==> src/rtl/sdram_arbiter_pkg.sv <==
`default_nettype none
// +----------------------------------------------------------------------------+
// | sdram_arbiter_pkg : shared SDRAM command codes and arbiter state encoding  |
// | Revision 1.0                                                               |
// +----------------------------------------------------------------------------+
package sdram_arbiter_pkg;

    typedef logic [1:0] cmd_t;

    localparam cmd_t CMD_IDLE  = 2'd0;
    localparam cmd_t CMD_READ  = 2'd1;
    localparam cmd_t CMD_WRITE = 2'd2;

    localparam int READ_BURST_LENGTH = 8;

    typedef enum logic [1:0] {
        ST_IDLE    = 2'd0,
        ST_OWN0    = 2'd1,
        ST_OWN1    = 2'd2,
        ST_HANDOFF = 2'd3
    } arb_state_t;

    // Swaps a one-hot two-client owner vector to the other client.
    function automatic logic [1:0] other_client(input logic [1:0] onehot);
        return {onehot[0], onehot[1]};
    endfunction

endpackage
`default_nettype wire

==> src/rtl/sdram_arbiter_if.sv <==
`default_nettype none
// +----------------------------------------------------------------------------+
// | sdram_arbiter_if : client and controller signals around the SDRAM arbiter |
// | Revision 1.0                                                               |
// +----------------------------------------------------------------------------+
interface sdram_arbiter_if
    import sdram_arbiter_pkg::*;
#(
    parameter int ADDR_WIDTH = 22,
    parameter int DATA_WIDTH = 32
) ();

    logic                  i_C0_Want;
    logic                  i_C1_Want;
    cmd_t                  i_C0_Command;
    cmd_t                  i_C1_Command;
    logic [ADDR_WIDTH-1:0] i_C0_Address;
    logic [ADDR_WIDTH-1:0] i_C1_Address;
    logic [DATA_WIDTH-1:0] i_C0_Write;
    logic [DATA_WIDTH-1:0] i_C1_Write;
    logic                  i_C0_Yield;
    logic                  i_C1_Yield;
    logic                  o_C0_Requested;
    logic                  o_C1_Requested;
    logic                  o_C0_Read_Valid;
    logic                  o_C1_Read_Valid;
    logic                  o_C0_Write_Done;
    logic                  o_C1_Write_Done;
    logic                  i_Data_Read_Valid;
    logic                  i_Data_Write_Done;
    cmd_t                  o_Command;
    logic [ADDR_WIDTH-1:0] o_Data_Address;
    logic [DATA_WIDTH-1:0] o_Data_Write;

    modport slave (
        input  i_C0_Want, i_C1_Want, i_C0_Command, i_C1_Command,
        input  i_C0_Address, i_C1_Address, i_C0_Write, i_C1_Write,
        input  i_C0_Yield, i_C1_Yield, i_Data_Read_Valid, i_Data_Write_Done,
        output o_C0_Requested, o_C1_Requested, o_C0_Read_Valid, o_C1_Read_Valid,
        output o_C0_Write_Done, o_C1_Write_Done, o_Command, o_Data_Address, o_Data_Write
    );

    modport master (
        output i_C0_Want, i_C1_Want, i_C0_Command, i_C1_Command,
        output i_C0_Address, i_C1_Address, i_C0_Write, i_C1_Write,
        output i_C0_Yield, i_C1_Yield, i_Data_Read_Valid, i_Data_Write_Done,
        input  o_C0_Requested, o_C1_Requested, o_C0_Read_Valid, o_C1_Read_Valid,
        input  o_C0_Write_Done, o_C1_Write_Done, o_Command, o_Data_Address, o_Data_Write
    );

endinterface
`default_nettype wire

==> src/rtl/sdram_arbiter.sv <==
`default_nettype none
// +----------------------------------------------------------------------------+
// | sdram_arbiter : tenure-based two-client arbiter for the SDRAM command port |
// | Revision 1.0                                                               |
// +----------------------------------------------------------------------------+
module sdram_arbiter
    import sdram_arbiter_pkg::*;
#(
    parameter int ADDR_WIDTH   = 22,
    parameter int DATA_WIDTH   = 32,
    parameter int STARVE_LIMIT = 4
) (
    input  logic           i_Clk,
    input  logic           i_Rst_n,
    sdram_arbiter_if.slave bus
);

    localparam int            SW         = $clog2(STARVE_LIMIT + 1);
    localparam logic [SW-1:0] STARVE_MAX = SW'(STARVE_LIMIT);

    arb_state_t            state_q, state_d;
    logic [1:0]            owner_q, owner_d;
    logic [1:0]            req_q, req_d;
    logic [SW-1:0]         starve_q, starve_d;
    logic [1:0]            grant;

    logic [1:0]            want_w;
    logic [1:0]            yield_w;
    cmd_t                  cmd_w   [2];
    logic [ADDR_WIDTH-1:0] addr_w  [2];
    logic [DATA_WIDTH-1:0] wdata_w [2];
    logic [1:0]            owning_w;
    logic                  own_idx;
    logic                  oth_idx;
    logic [1:0]            rv_w;
    logic [1:0]            wd_w;

    assign want_w     = {bus.i_C1_Want, bus.i_C0_Want};
    assign yield_w    = {bus.i_C1_Yield, bus.i_C0_Yield};
    assign cmd_w[0]   = bus.i_C0_Command;
    assign cmd_w[1]   = bus.i_C1_Command;
    assign addr_w[0]  = bus.i_C0_Address;
    assign addr_w[1]  = bus.i_C1_Address;
    assign wdata_w[0] = bus.i_C0_Write;
    assign wdata_w[1] = bus.i_C1_Write;

    assign owning_w = {state_q == ST_OWN1, state_q == ST_OWN0};
    assign own_idx  = (state_q == ST_OWN1);
    assign oth_idx  = ~own_idx;

    always_ff @(posedge i_Clk or negedge i_Rst_n) begin
        if (!i_Rst_n) begin
            state_q  <= ST_IDLE;
            owner_q  <= 2'b00;
            req_q    <= 2'b11;
            starve_q <= '0;
        end else begin
            state_q  <= state_d;
            owner_q  <= owner_d;
            req_q    <= req_d;
            starve_q <= starve_d;
        end
    end

    // During HANDOFF owner_q already names the incoming client.
    always_comb begin
        state_d  = state_q;
        owner_d  = owner_q;
        req_d    = req_q;
        starve_d = starve_q;
        grant    = 2'b00;
        case (state_q)
            ST_IDLE: begin
                if (want_w[0] && !(starve_q == STARVE_MAX && want_w[1])) begin
                    grant = 2'b01;
                end else if (want_w[1]) begin
                    grant = 2'b10;
                end
            end
            ST_OWN0, ST_OWN1: begin
                if (cmd_w[own_idx] == CMD_IDLE && (yield_w[own_idx] || !want_w[own_idx])) begin
                    req_d = 2'b11;
                    if (want_w[oth_idx]) begin
                        state_d = ST_HANDOFF;
                        owner_d = other_client(owner_q);
                    end else begin
                        state_d = ST_IDLE;
                        owner_d = 2'b00;
                    end
                end else if (want_w[oth_idx]) begin
                    req_d[own_idx] = 1'b1;
                end
            end
            ST_HANDOFF: begin
                if ((want_w & owner_q) != 2'b00) begin
                    grant = owner_q;
                end else begin
                    state_d = ST_IDLE;
                    owner_d = 2'b00;
                end
            end
            default: state_d = ST_IDLE;
        endcase

        if (grant != 2'b00) begin
            owner_d = grant;
            req_d   = ~grant;
            state_d = grant[1] ? ST_OWN1 : ST_OWN0;
            if (grant[1]) begin
                starve_d = '0;
            end else if (want_w[1] && starve_q != STARVE_MAX) begin
                starve_d = starve_q + SW'(1);
            end
        end
    end

    assign bus.o_Command      = owning_w[0] ? cmd_w[0]   : (owning_w[1] ? cmd_w[1]   : CMD_IDLE);
    assign bus.o_Data_Address = owning_w[0] ? addr_w[0]  : (owning_w[1] ? addr_w[1]  : '0);
    assign bus.o_Data_Write   = owning_w[0] ? wdata_w[0] : (owning_w[1] ? wdata_w[1] : '0);

    // Strobes outside an owned tenure can only be controller faults and are dropped.
    for (genvar n = 0; n < 2; n++) begin : g_client
        assign rv_w[n] = bus.i_Data_Read_Valid & owning_w[n];
        assign wd_w[n] = bus.i_Data_Write_Done & owning_w[n];
    end

    assign bus.o_C0_Read_Valid = rv_w[0];
    assign bus.o_C1_Read_Valid = rv_w[1];
    assign bus.o_C0_Write_Done = wd_w[0];
    assign bus.o_C1_Write_Done = wd_w[1];
    assign bus.o_C0_Requested  = req_q[0];
    assign bus.o_C1_Requested  = req_q[1];

endmodule
`default_nettype wire

==> src/flat_wrapper.sv <==
// flat-port wrapper written by rule: the top's interface ports become plain ports
module sdram_arbiter_flat import sdram_arbiter_pkg::*;
#(
    parameter int ADDR_WIDTH   = 22,
    parameter int DATA_WIDTH   = 32,
    parameter int STARVE_LIMIT = 4
)
  (i_Clk, i_Rst_n, bus_i_C0_Want, bus_i_C1_Want, bus_i_C0_Command, bus_i_C1_Command, bus_i_C0_Address, bus_i_C1_Address, bus_i_C0_Write, bus_i_C1_Write, bus_i_C0_Yield, bus_i_C1_Yield, bus_i_Data_Read_Valid, bus_i_Data_Write_Done, bus_o_C0_Requested, bus_o_C1_Requested, bus_o_C0_Read_Valid, bus_o_C1_Read_Valid, bus_o_C0_Write_Done, bus_o_C1_Write_Done, bus_o_Command, bus_o_Data_Address, bus_o_Data_Write);
  sdram_arbiter_if #(.ADDR_WIDTH(ADDR_WIDTH), .DATA_WIDTH(DATA_WIDTH)) bus_i ();
  input  logic i_Clk;
  input  logic i_Rst_n;
  input wire logic [$bits(bus_i.i_C0_Want)-1:0] bus_i_C0_Want;
  input wire logic [$bits(bus_i.i_C1_Want)-1:0] bus_i_C1_Want;
  input wire logic [$bits(bus_i.i_C0_Command)-1:0] bus_i_C0_Command;
  input wire logic [$bits(bus_i.i_C1_Command)-1:0] bus_i_C1_Command;
  input wire logic [$bits(bus_i.i_C0_Address)-1:0] bus_i_C0_Address;
  input wire logic [$bits(bus_i.i_C1_Address)-1:0] bus_i_C1_Address;
  input wire logic [$bits(bus_i.i_C0_Write)-1:0] bus_i_C0_Write;
  input wire logic [$bits(bus_i.i_C1_Write)-1:0] bus_i_C1_Write;
  input wire logic [$bits(bus_i.i_C0_Yield)-1:0] bus_i_C0_Yield;
  input wire logic [$bits(bus_i.i_C1_Yield)-1:0] bus_i_C1_Yield;
  input wire logic [$bits(bus_i.i_Data_Read_Valid)-1:0] bus_i_Data_Read_Valid;
  input wire logic [$bits(bus_i.i_Data_Write_Done)-1:0] bus_i_Data_Write_Done;
  output wire logic [$bits(bus_i.o_C0_Requested)-1:0] bus_o_C0_Requested;
  output wire logic [$bits(bus_i.o_C1_Requested)-1:0] bus_o_C1_Requested;
  output wire logic [$bits(bus_i.o_C0_Read_Valid)-1:0] bus_o_C0_Read_Valid;
  output wire logic [$bits(bus_i.o_C1_Read_Valid)-1:0] bus_o_C1_Read_Valid;
  output wire logic [$bits(bus_i.o_C0_Write_Done)-1:0] bus_o_C0_Write_Done;
  output wire logic [$bits(bus_i.o_C1_Write_Done)-1:0] bus_o_C1_Write_Done;
  output wire logic [$bits(bus_i.o_Command)-1:0] bus_o_Command;
  output wire logic [$bits(bus_i.o_Data_Address)-1:0] bus_o_Data_Address;
  output wire logic [$bits(bus_i.o_Data_Write)-1:0] bus_o_Data_Write;
  assign bus_i.i_C0_Want = bus_i_C0_Want;
  assign bus_i.i_C1_Want = bus_i_C1_Want;
  assign bus_i.i_C0_Command = bus_i_C0_Command;
  assign bus_i.i_C1_Command = bus_i_C1_Command;
  assign bus_i.i_C0_Address = bus_i_C0_Address;
  assign bus_i.i_C1_Address = bus_i_C1_Address;
  assign bus_i.i_C0_Write = bus_i_C0_Write;
  assign bus_i.i_C1_Write = bus_i_C1_Write;
  assign bus_i.i_C0_Yield = bus_i_C0_Yield;
  assign bus_i.i_C1_Yield = bus_i_C1_Yield;
  assign bus_i.i_Data_Read_Valid = bus_i_Data_Read_Valid;
  assign bus_i.i_Data_Write_Done = bus_i_Data_Write_Done;
  assign bus_o_C0_Requested = bus_i.o_C0_Requested;
  assign bus_o_C1_Requested = bus_i.o_C1_Requested;
  assign bus_o_C0_Read_Valid = bus_i.o_C0_Read_Valid;
  assign bus_o_C1_Read_Valid = bus_i.o_C1_Read_Valid;
  assign bus_o_C0_Write_Done = bus_i.o_C0_Write_Done;
  assign bus_o_C1_Write_Done = bus_i.o_C1_Write_Done;
  assign bus_o_Command = bus_i.o_Command;
  assign bus_o_Data_Address = bus_i.o_Data_Address;
  assign bus_o_Data_Write = bus_i.o_Data_Write;
  sdram_arbiter #(.ADDR_WIDTH(ADDR_WIDTH), .DATA_WIDTH(DATA_WIDTH), .STARVE_LIMIT(STARVE_LIMIT)) u_core (.i_Clk(i_Clk), .i_Rst_n(i_Rst_n), .bus(bus_i));
endmodule
==> config.mk <==
export PLATFORM = sky130hd
export DESIGN_NAME = sdram_arbiter_flat
export DESIGN_NICKNAME = d
export VERILOG_FILES = /design/src/rtl/sdram_arbiter_pkg.sv /design/src/rtl/sdram_arbiter_if.sv /design/src/rtl/sdram_arbiter.sv /design/src/flat_wrapper.sv
export SDC_FILE = /design/constraint.sdc
export NUM_CORES = 1
export LEC_CHECK = 0
export ABC_AREA = 0
export BUFFER_PORTS_ARGS = -buffer_cell sky130_fd_sc_hd__buf_2
export CAP_MARGIN = 5
export CORE_MARGIN = 2
export CORE_UTILIZATION = 29
export CTS_BUF_LIST = sky130_fd_sc_hd__clkbuf_4 sky130_fd_sc_hd__clkbuf_8
export DETAILED_ROUTE_END_ITERATION = 12
export PLACE_DENSITY = 0.8
export SKIP_CTS_REPAIR_TIMING = 1
export SLEW_MARGIN = 20
export SYNTH_ARGS = -nofsm -noshare
export SYNTH_HDL_FRONTEND = slang
export SYNTH_SLANG_ARGS = --single-unit
==> constraint.sdc <==
create_clock -name i_Clk -period 2.05 [get_ports i_Clk]
set_input_delay 0.41 -clock i_Clk [delete_from_list [all_inputs] [get_ports i_Clk]]
set_output_delay 0.41 -clock i_Clk [all_outputs]
set_load 0.005 [all_outputs]
## Yosys cells after proc, flatten, opt, wreduce, memory -nomap -nowiden

Index checks and enable logic that the tools add are counted.
Widths: inputs -> output; s select.

| word-level totals | value |
|---|---|
| word-level logic and storage cells | 83 |
| output and inout port bits | 62 |
| register bits | 9 |

| operators by class | value |
|---|---|
| $lt $le $gt $ge | 4 |
| equality and inequality tests | 7 |
| bitwise logic cells | 9 |
| reductions and logical operators | 21 |
| muxes and demuxes | 37 |
| add/sub/neg operators | 1 |

Operators by type and width:

| operator | count |
|---|---|
| $mux 32 | 2 |
| $mux 22 | 2 |
| $mux 2 | 20 |
| $pmux 2 s2 | 3 |
| $reduce_bool 2->1 | 4 |
| $mux 1 | 7 |
| $mux 3 | 2 |
| $ne 3x3->1 const B | 2 |
| $reduce_and 2->1 | 3 |
| $reduce_bool 3->1 | 2 |
| $logic_and 1x1->1 | 5 |
| $and 1x1->1 | 4 |
| $eq 2x2->1 const B | 2 |
| $logic_not 2->1 | 2 |
| $lt 1x2->1 const B | 2 |
| $add 3x1->3 const B | 1 |
| $eq 3x3->1 const B | 1 |
| $ne 3x1->1 const B | 1 |
| $reduce_and 3->1 | 1 |
| $and 2x2->2 | 1 |
| $eq 2x1->1 const B | 1 |
| $ge 2x2->1 const B | 1 |
| $logic_not 1->1 | 2 |
| $not 1->2 | 1 |
| other kinds (7) | 7 |

## Longest topological paths before layout

| logic depth | value |
|---|---|
| depth in word-level cells | 10 |
| depth in mapped cells | 7 |
| gate-level depth less buffers | 7 |

## Worst setup path before layout

OpenSTA, ideal clock, no wires.

| timing | value |
|---|---|
| kind | reg-to-reg |
| from | reg u_core.state_q[0] |
| to | reg u_core.state_q[0] |
| setup slack | 0.134 ns |
| period minus slack after synthesis | 1.916 ns |
| arrival | 1.791 ns |
| setup time | 0.125 ns |
| stages on the path, launching flop included | 8 |
| cells stage by stage | dfrtp_1 -> inv_1 -> ha_1 -> inv_1 -> o22ai_1 -> a221o_1 -> o21a_1 -> mux2_4 |

| on the way | value |
|---|---|
| word-level cells in the longest chain between the ends | 9 |

Ends and longest elaborated chain:

| item | RTL line | text |
|---|---|---|
| start: declaration | sdram_arbiter.sv:21 | `arb_state_t state_q, state_d;` |
| start signal: assignment | sdram_arbiter.sv:58 | `state_q <= state_d;` |
| $eq 2x2->1 | sdram_arbiter.sv:48, sdram_arbiter.sv:72 |  |
| $not 1->2 (implied by the code) | sdram_arbiter.sv:81 | `if (cmd_w[own_idx] == CMD_IDLE && (yield_w[own_idx] \|\| !want_w[own_idx])) begin` |
| $mux 2 (implied by the code) (3 in series) | sdram_arbiter.sv:81 |  |
| $logic_not 2->1 | sdram_arbiter.sv:81 |  |
| $logic_and 1x1->1 | sdram_arbiter.sv:81 |  |
| $ne 3x1->1 (no source line) | - |  |
| $reduce_and 3->1 (no source line) | - |  |

Parallel ways exist; a longest one is shown, timed or not. The select of a mux whose other input is x is not followed.
A chain may end at the register's enable or synchronous reset.

## Final worst setup path

| timing | value |
|---|---|
| from | reg u_core.state_q[0] |
| to | out bus_o_Data_Address[8] |

| on the way | value |
|---|---|
| word-level cells in the longest chain between the ends | 3 |

Ends and longest elaborated chain:

| item | RTL line | text |
|---|---|---|
| $eq 2x2->1 | sdram_arbiter.sv:47 | `assign owning_w = {state_q == ST_OWN1, state_q == ST_OWN0};` |
| $mux 22 | sdram_arbiter.sv:118 | `assign bus.o_Data_Address = owning_w[0] ? addr_w[0] : (owning_w[1] ? addr_w[1] : '0);` |
| $mux 22 * | sdram_arbiter.sv:118 |  |
| end: declaration | flat_wrapper.sv:31 | `output wire logic [$bits(bus_i.o_Data_Address)-1:0] bus_o_Data_Address;` |

Every way passes the cells marked *; elsewhere a longest branch is shown, timed or not.

==> flow_metrics.tcl <==
set metrics [dict create \
    status "finished, violations left" \
    failed_checks "negative setup slack" \
    yosysTopAreaCell "a22o_1" \
    area_growth_pct 89.32 \
    n_antenna_cell 0 \
    slew_headroom 0.7834 \
    synth_seq_cells 9 \
    cts-root-buf "clkbuf_8" \
    cts_inserted_buffers 3 \
    clkLatencyLatePin_ns 0.23 \
    synth_seq_area_share 0.1735 \
    power.density_nw_per_um2 1373 \
    rsz0062_at_grt "true" \
    min_period_ns 2.068 \
    netlist_instances 161 \
    drt-initial-drc-count 98 \
    syn_area_um2 1313 \
    grt_overflow 0 \
    drv_cap 0 \
    die_w_um 71.28 \
    clk_pin_slew_worst_paths_ns 0.05 \
    power.internal_uw 1862 \
    finalInstanceArea_um2 2485 \
    track_usage 0.2671 \
    num_vias 2061 \
    r2r_end "u_core.state_q[0]$_DFFE_PN0P_" \
    rrSetupSlack_ns 0.06 \
    end_kind "output pin" \
    n_fill_cell 438 \
    ant_nets 0 \
    worst_slack_ns -0.01793 \
    power_switching_uw 1550 \
    synth-edff-count 0 \
    hold_path.class "primary input to async pin" \
    port_buffers 181 \
    p_sw_frac 0.4542 \
    initial_core_util 0.3014 \
    finalSetupViolCount 4 \
    antenna_found_initial 0 \
    routabilityCongestion 0.9498 \
    cts.htree.levels 1 \
    numClockSinks 9 \
    finalClockSkew_ns 0.001013 \
    clock.fmax_mhz 483.6 \
    cp-start-kind "flip-flop" \
    required_ns 1.64 \
    worstPathMaxFanout 10 \
    drc 0 \
    place_hpwl_um 5999 \
    syn_nets 287 \
    hold_viol 0 \
    regToRegStartpoint "u_core.state_q[1]$_DFFE_PN0P_" \
    cts_tree "built" \
    first_pass_iters 4 \
    synth_cell_types 37 \
    reg2regPathDepth 6 \
    syn_area_per_cell_um2 8.152 \
    yosys.area.top_type_share 0.3737 \
    io_pins 182 \
    ys_warn_count 0 \
    critPathKind "flip-flop to output pin" \
    seq_power_share 0.103 \
    cts_buffer_depth 2 \
    crit_chain "buf_6, ha_4, nor2b_4, buf_12, buf_8, a22o_1, buf_2" \
    coreArea_um2 4354 \
    grt_pass1_vias 1959 \
    dpl_cell_area_um2 2313 \
    routedWlPerCell_um 18.33 \
    die_area_um2 5080 \
    nets 474 \
    async_flop_share 1.000 \
    ir_drop_mv 0.6970 \
    worst_ep_arrival_time_ns 1.66 \
    grt_max_degree 31 \
    synth_most_common_cell "a22o_1" \
    yosys-top-cells-area "a22o_1 (37%), dfrtp_1 (13%), ha_1 (5.7%)" \
    netlist_top_cells_count "a22o_1 (56), nand2_1 (11), clkbuf_1 (7), dfrtp_1 (7), inv_1 (7)" \
    pwr-share-clk 0.067 \
    drive_above_1_share 0.6254 \
    die_h_um 71.28 \
    drv_slew 0 \
    crit_slowest_cell "dfrtp_1" \
    rows 24 \
    cellLeakagePower_uw 0.001455 \
    power_frac_comb 0.831 \
    final_util 0.5707 \
    critPathMaxStageDelay_ns 0.41 \
    totalWireLength_um 7314 \
    grt_pass1_wl_um 10530 \
    tightest_slew_ns 0.3249 \
    yosys_most_used_dff "dfrtp_1" \
    via_per_inst 5.165 \
    period_share 1.009 \
]
-- flip-flops by register name, summed over array words and instances, names as in the netlist --
register and flops:
u_core.starve_q 3, u_core.state_q 2, u_core.req_q 2, u_core.owner_q 2
-- layout make-up --
| type | count | area, µm² | area share |
|---|---|---|---|
| clock buffers | 4 | 48.80 | 0.01964 |
| inverters | 7 | 26.28 | 0.01057 |
| multi-input cells | 130 | 1026 | 0.4129 |
| flip-flops and latches | 9 | 227.7 | 0.09164 |
| well taps | 52 | 65.06 | 0.02618 |
| repair buffers | 197 | 1091 | 0.4391 |
-- logic make-up (layout without fill, tap and decap cells) --
| logic type | after synthesis | after routing | synth area share |
|---|---|---|---|
| flops | 9 | 9 | 0.1735 |
| compound gates | 84 | 84 | 0.5329 |
| buf+inv | 22 | 208 | 0.06578 |
| xor+xnor | 1 | 1 | 0.006674 |
| fa+ha+maj | 6 | 6 | 0.05720 |
| mux | 3 | 3 | 0.02669 |
| simple gates | 36 | 36 | 0.1373 |
-- how the worst max path moves through the flow --
stage | from | to | slack [ns] | depth (start not counted)
final | u_core.state_q[0]$_DFFE_PN0P_ | bus_o_Data_Address[8] | -0.02 | 7
after CTS | u_core.state_q[0]$_DFFE_PN0P_ | bus_o_Data_Address[8] | -0.12 | 6
after floorplan | u_core.state_q[0]$_DFFE_PN0P_ | u_core.state_q[0]$_DFFE_PN0P_ | 0.13 | 7
after detailed placement | u_core.state_q[0]$_DFFE_PN0P_ | u_core.state_q[0]$_DFFE_PN0P_ | 0.06 | 6
after global placement | u_core.state_q[0]$_DFFE_PN0P_ | u_core.state_q[0]$_DFFE_PN0P_ | 0.11 | 6
after global routing | u_core.state_q[0]$_DFFE_PN0P_ | bus_o_Data_Address[21] | -0.07 | 7
-- cells in the final DEF (no fill, tap or decap), types with 2 or more instances in the layout --
cell type / n
buf_2: 181
a22o_1: 56
nand2_1: 11
buf_4: 9
dfrtp_1: 7
nand3_1: 6
inv_1: 5
and2_1: 5
nor2_1: 5
a21oi_1: 5
o21ai_0: 4
ha_1: 3
clkbuf_8: 3
inv_2: 2
nor2b_1: 2
o31a_1: 2
a21o_1: 2
mux2i_1: 2
and3_1: 2
a31oi_1: 2
a211oi_1: 2
ha_2: 2
buf_8: 2
buf_12: 2
buf_6: 2
dfstp_2: 2
-- per-stage QoR --
stage / hold WS, ns / worst slack [ns] / setup TNS, ns / cells / total power (µW)
after floorplan: 0.1144 / 0.1340 / 0 / 161 / 1830
after global placement: 0.2720 / 0.1064 / 0 / 388 / 2912
after detailed placement: 0.2722 / 0.06114 / 0 / 388 / 2931
after CTS: 0.02339 / -0.1189 / -3.530 / 392 / 3176
after global routing: 0.03160 / -0.07459 / -1.806 / 399 / 3645
final: 0.01587 / -0.01793 / -0.03183 / 399 / 3412
-- metal layers --
layer / track usage / wire (µm) / up-vias
met3: 0.03376 / 479 / 12
met2: 0.5206 / 4027 / 88
met1: 0.3031 / 2647 / 950
li1: - / - / 1011
met5: 0 / 0 / -
met4: 0.06709 / 160 / 0
-- critical path: cells and delay by family, from the launching register on --
kind / cells / cell delay (ns)
fa+ha+maj: 1 / 0.16
flops: 1 / 0.41
compound gates: 1 / 0.17
simple gates: 1 / 0.12
buf+inv: 4 / 0.55
-- power by group through the flow --
stage                     registers (µW)  logic, µW  clock network (µW)
after global placement               348       2560                   0
final                                350       2830                 228
after global routing                 357       3050                 235
after CTS                            347       2600                 225
after detailed placement             351       2580                   0
after floorplan                      332       1500                   0
Note: power is estimated with default switching activity, not from simulation.
